File: src/rtl/serial_addsub_ctrl.sv
// Bit-serial add/subtract sequencer: loads the operand shift registers, consumes
// WIDTH LSB-first bit pairs through a full adder, then pulses done with the result.
module serial_addsub_ctrl #(
  parameter int WIDTH = 8,
  parameter int CNT_W = 4
) (
  input  logic             clk,
  input  logic             rst_n,
  input  logic             start,
  input  logic             sub,
  input  logic             a_s,
  input  logic             b_s,
  output logic             load,
  output logic             shift,
  output logic             busy,
  output logic             done,
  output logic [WIDTH-1:0] result,
  output logic             cout,
  output logic             ovf
);

  //  state    | meaning
  //  ST_IDLE  | waiting for start
  //  ST_LOAD  | parallel-load strobe to the operand shift registers
  //  ST_SHIFT | one operand bit pair consumed per cycle, WIDTH cycles
  //  ST_DONE  | result/cout/ovf valid, single-cycle pulse
  typedef enum logic [1:0] {
    ST_IDLE,
    ST_LOAD,
    ST_SHIFT,
    ST_DONE
  } state_t;

  localparam logic [CNT_W-1:0] CNT_LAST = CNT_W'(WIDTH - 1);

  state_t           state;
  state_t           state_nxt;
  logic             sub_l;
  logic             carry;
  logic [CNT_W-1:0] cnt;

  logic b_eff;
  logic sum_bit;
  logic carry_nxt;
  logic last_bit;

  // Subtraction inverts B here; the +1 comes from presetting carry in ST_LOAD.
  assign b_eff     = b_s ^ sub_l;
  assign sum_bit   = a_s ^ b_eff ^ carry;
  assign carry_nxt = (a_s & b_eff) | (a_s & carry) | (b_eff & carry);
  assign last_bit  = (cnt == CNT_LAST);

  always_ff @(posedge clk or negedge rst_n) begin
    if (!rst_n) begin
      state <= ST_IDLE;
    end else begin
      state <= state_nxt;
    end
  end

  always_comb begin
    state_nxt = state;
    case (state)
      ST_IDLE:  if (start) state_nxt = ST_LOAD;
      ST_LOAD:  state_nxt = ST_SHIFT;
      ST_SHIFT: if (last_bit) state_nxt = ST_DONE;
      ST_DONE:  state_nxt = ST_IDLE;
      default:  state_nxt = ST_IDLE;
    endcase
  end

  // Strobes are registered from the next state so they line up with the state register.
  always_ff @(posedge clk or negedge rst_n) begin
    if (!rst_n) begin
      load  <= 1'b0;
      shift <= 1'b0;
      busy  <= 1'b0;
      done  <= 1'b0;
    end else begin
      load  <= (state_nxt == ST_LOAD);
      shift <= (state_nxt == ST_SHIFT);
      busy  <= (state_nxt == ST_LOAD) || (state_nxt == ST_SHIFT);
      done  <= (state_nxt == ST_DONE);
    end
  end

  always_ff @(posedge clk or negedge rst_n) begin
    if (!rst_n) begin
      sub_l  <= 1'b0;
      carry  <= 1'b0;
      cnt    <= '0;
      result <= '0;
      cout   <= 1'b0;
      ovf    <= 1'b0;
    end else begin
      case (state)
        ST_IDLE: begin
          if (start) sub_l <= sub;
        end
        ST_LOAD: begin
          carry  <= sub_l;
          cnt    <= '0;
          result <= '0;
          cout   <= 1'b0;
          ovf    <= 1'b0;
        end
        ST_SHIFT: begin
          result <= {sum_bit, result[WIDTH-1:1]};
          carry  <= carry_nxt;
          cnt    <= cnt + CNT_W'(1);
          if (last_bit) begin
            cout <= carry_nxt;
            ovf  <= carry ^ carry_nxt;
          end
        end
        default: ;
      endcase
    end
  end

endmodule
File: config.mk
export PLATFORM = sky130hd
export DESIGN_NAME = serial_addsub_ctrl
export DESIGN_NICKNAME = d
export VERILOG_FILES = /design/src/rtl/serial_addsub_ctrl.sv
export SDC_FILE = /design/constraint.sdc
export NUM_CORES = 1
export LEC_CHECK = 0
export BUFFER_PORTS_ARGS = -buffer_cell sky130_fd_sc_hd__buf_4
export CAP_MARGIN = 15
export CORE_ASPECT_RATIO = 1.5
export CORE_MARGIN = 4
export CORE_UTILIZATION = 52
export CTS_CLUSTER_SIZE = 10
export DETAILED_ROUTE_END_ITERATION = 16
export GPL_ROUTABILITY_DRIVEN = 0
export PLACE_DENSITY = 0.76
export SLEW_MARGIN = 10
export SYNTH_ARGS = -nofsm -noshare
export SYNTH_HDL_FRONTEND = slang
export SYNTH_SLANG_ARGS = --single-unit
File: constraint.sdc
create_clock -name clk -period 1.99 [get_ports clk]
set_clock_uncertainty 0.1 [all_clocks]
set_input_delay 0.398 -clock clk [delete_from_list [all_inputs] [get_ports clk]]
set_output_delay 0.398 -clock clk [all_outputs]
set_load 0.03 [all_outputs]
==> results.sh <==
export IMPL_status="finished, final reports clean"
export IMPL_routedWlPerCell_um=13.8
export IMPL_cp_startpoint="state[0]$_DFF_PN0_"
export IMPL_wl_met1_um=707
export IMPL_required_ns=2.13
export IMPL_num_rows=19
export IMPL_synth_fa_ha_area_frac=0.119
export IMPL_clk_latency_ns=0.31
export IMPL_leakage_nw=0.646
export IMPL_route_met2_wl_um=907
export IMPL_synth_area_per_cell_um2=12.7
export IMPL_worst_path_stages=6
export IMPL_rr_startpoint="state[0]$_DFF_PN0_"
export IMPL_synth_compound_area_frac=0.146
export IMPL_synth_top_family_by_area="compound AO/OA/AOI/OAI gates"
export IMPL_clockBufferDepth=2
export IMPL_routed_wirelength_um=1710
export IMPL_area_growth_pct=21.6
export IMPL_power_w=0.00164
export IMPL_cts_resized=0
export IMPL_syn_inst=80
export IMPL_ant_nets=0
export IMPL_top_layer_used="met4"
export IMPL_timing_fmax_mhz=560
export IMPL_cap_violations=0
export IMPL_post_cts_buffers=0
export IMPL_ys_seq_area_frac=0.543
export IMPL_drt_pass1_iter_count=4
export IMPL_cp_slowest_stage_delay_ns=0.42
export IMPL_drc=0
export IMPL_cts_tree="built"
export IMPL_synth_simple_area_share=0.0975
export IMPL_crit_fanout=6
export IMPL_syn_area_mm2=0.00101
export IMPL_drv_slew=0
export IMPL_fp_dieH_um=62.1
export IMPL_grt_max_degree=23
export IMPL_initial_core_util=0.547
export IMPL_die_w_um=44.0
export IMPL_holdPathEnd="sub_l$_DFFE_PN0P_"
export IMPL_path_class="reg -> reg"
export IMPL_ir_worst_vdd_mv=0.938
export IMPL_post_drt_via_cell_ratio=5.37
export IMPL_muxShareOfSynthArea=0.0210
export IMPL_worst_slew_pin_transition_ns=0.295
export IMPL_dr_total_vias=666
export IMPL_drt_iter0_markers=14
export IMPL_cts_sinks=22
export IMPL_yosys_warnings=0
export IMPL_crit_path_start_kind="register"
export IMPL_ff2ff_setup_slack_ns=0.20
export IMPL_die_area_mm2=0.00273
export IMPL_grt_use_total=0.154
export IMPL_h_tree_depth=1
export IMPL_r2r_cells=6
export IMPL_cts_made_buffers=3
export IMPL_critPathCaptureType="register"
export IMPL_pin_count=20
export IMPL_arrival_ns=1.93
export IMPL_worstReg2RegEnd="busy$_DFF_PN0_"
export IMPL_hp_start="sub"
export IMPL_nets=119
export IMPL_antenna_found_initial=0
export IMPL_rsz0062_at_grt="no"
export IMPL_path_delay_family="adder cells"
export IMPL_antenna_cells=0
export IMPL_synthXorXnorAreaFrac=0.0173
export IMPL_hold_viol=0
export IMPL_coreArea_mm2=0.00185
export IMPL_period_minus_slack_ns=1.79
export IMPL_slowest_stage="dfrtp_1"
export IMPL_dp_hpwl_um=1290
export IMPL_cts_root_buf="clkbuf_4"
export IMPL_hp_class="in -> reg"
export IMPL_ys_ff_latch=22
export IMPL_wl_met3_um=76
export IMPL_setup_viol=0
export IMPL_hold_depth=2
export IMPL_cts_clk_slew_worst_paths_ns=0.13
export IMPL_syn_nets=95
export IMPL_slew_headroom=0.802
export IMPL_cp_cell_sequence="inv_1 -> ha_1 -> and2_1 -> o32ai_1 -> ha_1 -> inv_1"
export IMPL_ys_types=26
export IMPL_drive_gt1_frac=0.282
export IMPL_period_share=0.898
export IMPL_portBuffers=19
export IMPL_grt_pass1_vias=690
export IMPL_path_buf_inv=2
export IMPL_p_per_area_mw_per_mm2=1330
export IMPL_overflow=0
export IMPL_fin_tns_setup_ns=0
export IMPL_grt_pass1_wl_um=3040
[cell usage in the layout, fill, tap and decap left out]
master         Yosys  routed
inv_2              1       1
o311ai_1           1       1
o32ai_1            1       1
nor2_2             1       1
nand2_1            4       4
inv_1              7       7
xnor2_1            1       1
buf_4              0      21
o211ai_1           1       1
o21ai_0            2       2
dlygate4sd3_1      0       1
o32a_1             1       1
nand4b_4           1       1
clkbuf_4           0       3
o21ai_1            3       3
fa_1               1       1
mux2i_1            1       1
mux2_2             1       1
xor2_1             1       1
dfrtp_1           22      22
a22o_1             9       9
nand2b_1           1       1
and2_1             2       2
nand3b_1           2       2
o2bb2ai_1          1       1
nand3_1            4       4
bufinv_16          0       1
ha_1               8       8
[sequential cells by signal, indices dropped and copies added (netlist names)]
name    cells
load        1
busy        1
result      8
sub_l       1
cnt         4
shift       1
state       2
carry       1
cout        1
ovf         1
done        1
[timing repair]
action                                  4_1_cts  5_1_grt
endpoints found under the setup margin        0        0
hold endpoints to repair                     22        0
hold buffers                                  1        0
[where the power goes]
part / leakage, nW / total, W / switching [W] / internal (W)
Clock: 0.0279 / 0.000336 / 0.000132 / 0.000204
Sequential: 0.296 / 0.000611 / 0.0000632 / 0.000548
Combinational: 0.322 / 0.000696 / 0.000424 / 0.000272
[final cells by class]
cell class              count  area (um^2)
clock inverters             1         30.0
multi-input cells          47          405
fillers                   141          622
inverters                   8         30.0
flip-flops and latches     22          551
repair buffers             22          168
clock buffers               3         22.5
well taps                  21         26.3
[how the worst max path moves through the flow]
stage	to	slack, ns
floorplan	done$_DFF_PN0_	0.31
global placement	busy$_DFF_PN0_	0.31
detailed placement	busy$_DFF_PN0_	0.23
CTS	busy$_DFF_PN0_	0.18
global route	busy$_DFF_PN0_	0.06
finish	busy$_DFF_PN0_	0.20
[through the flow]
step | hold slack (ns) | std cells | utilization | area, um^2 | setup WS (ns)
3_5_place_dp | 0.200 | 119 | 0.631 | 1170 | 0.234
4_1_cts | 0.205 | 124 | 0.665 | 1230 | 0.183
3_3_place_gp | 0.198 | 119 | 0.631 | 1170 | 0.315
2_1_floorplan | 0.00241 | 80 | - | 1010 | 0.310
6_report | 0.213 | 124 | 0.665 | 1230 | 0.203
5_1_grt | 0.210 | 124 | 0.665 | 1230 | 0.0571
[cells by family (layout without fill, tap and decap cells)]
family / Yosys count / in the layout
xor+xnor: 2 / 2
buf+inv: 11 / 34
compound gates: 19 / 19
flops: 22 / 22
fa+ha+maj: 9 / 9
mux: 2 / 2
simple gates: 15 / 15
[synth_stat cells]
| master | n | area, um^2 |
|---|---|---|
| and2_1 | 2 | 12.5 |
| o21ai_1 | 3 | 15.0 |
| ha_1 | 8 | 100 |
| nand2_1 | 4 | 15.0 |
| buf_2 | 1 | 5.00 |
| mux2i_1 | 1 | 10.0 |
| o32ai_1 | 1 | 8.76 |
| fa_1 | 1 | 20.0 |
| inv_2 | 1 | 3.75 |
| nand3b_1 | 2 | 15.0 |
| nand3_1 | 4 | 20.0 |
| buf_6 | 2 | 22.5 |
| o311ai_1 | 1 | 8.76 |
| dfrtp_1 | 22 | 551 |
| o211ai_1 | 1 | 7.51 |
| nand2b_1 | 1 | 6.26 |
| xnor2_1 | 1 | 8.76 |
| nor2_2 | 1 | 6.26 |
| o32a_1 | 1 | 10.0 |
| o21ai_0 | 2 | 10.0 |
| a22o_1 | 9 | 78.8 |
| inv_1 | 7 | 26.3 |
| xor2_1 | 1 | 8.76 |
| nand4b_4 | 1 | 23.8 |
| o2bb2ai_1 | 1 | 8.76 |
| mux2_2 | 1 | 11.3 |
[metal layers]
layer	vias to the layer above	track usage
met4	0	0.0905
met5	-	0
met2	11	0.267
li1	324	-
met3	2	0.0202
met1	329	0.182
Note: power is estimated with default switching activity, not from simulation.
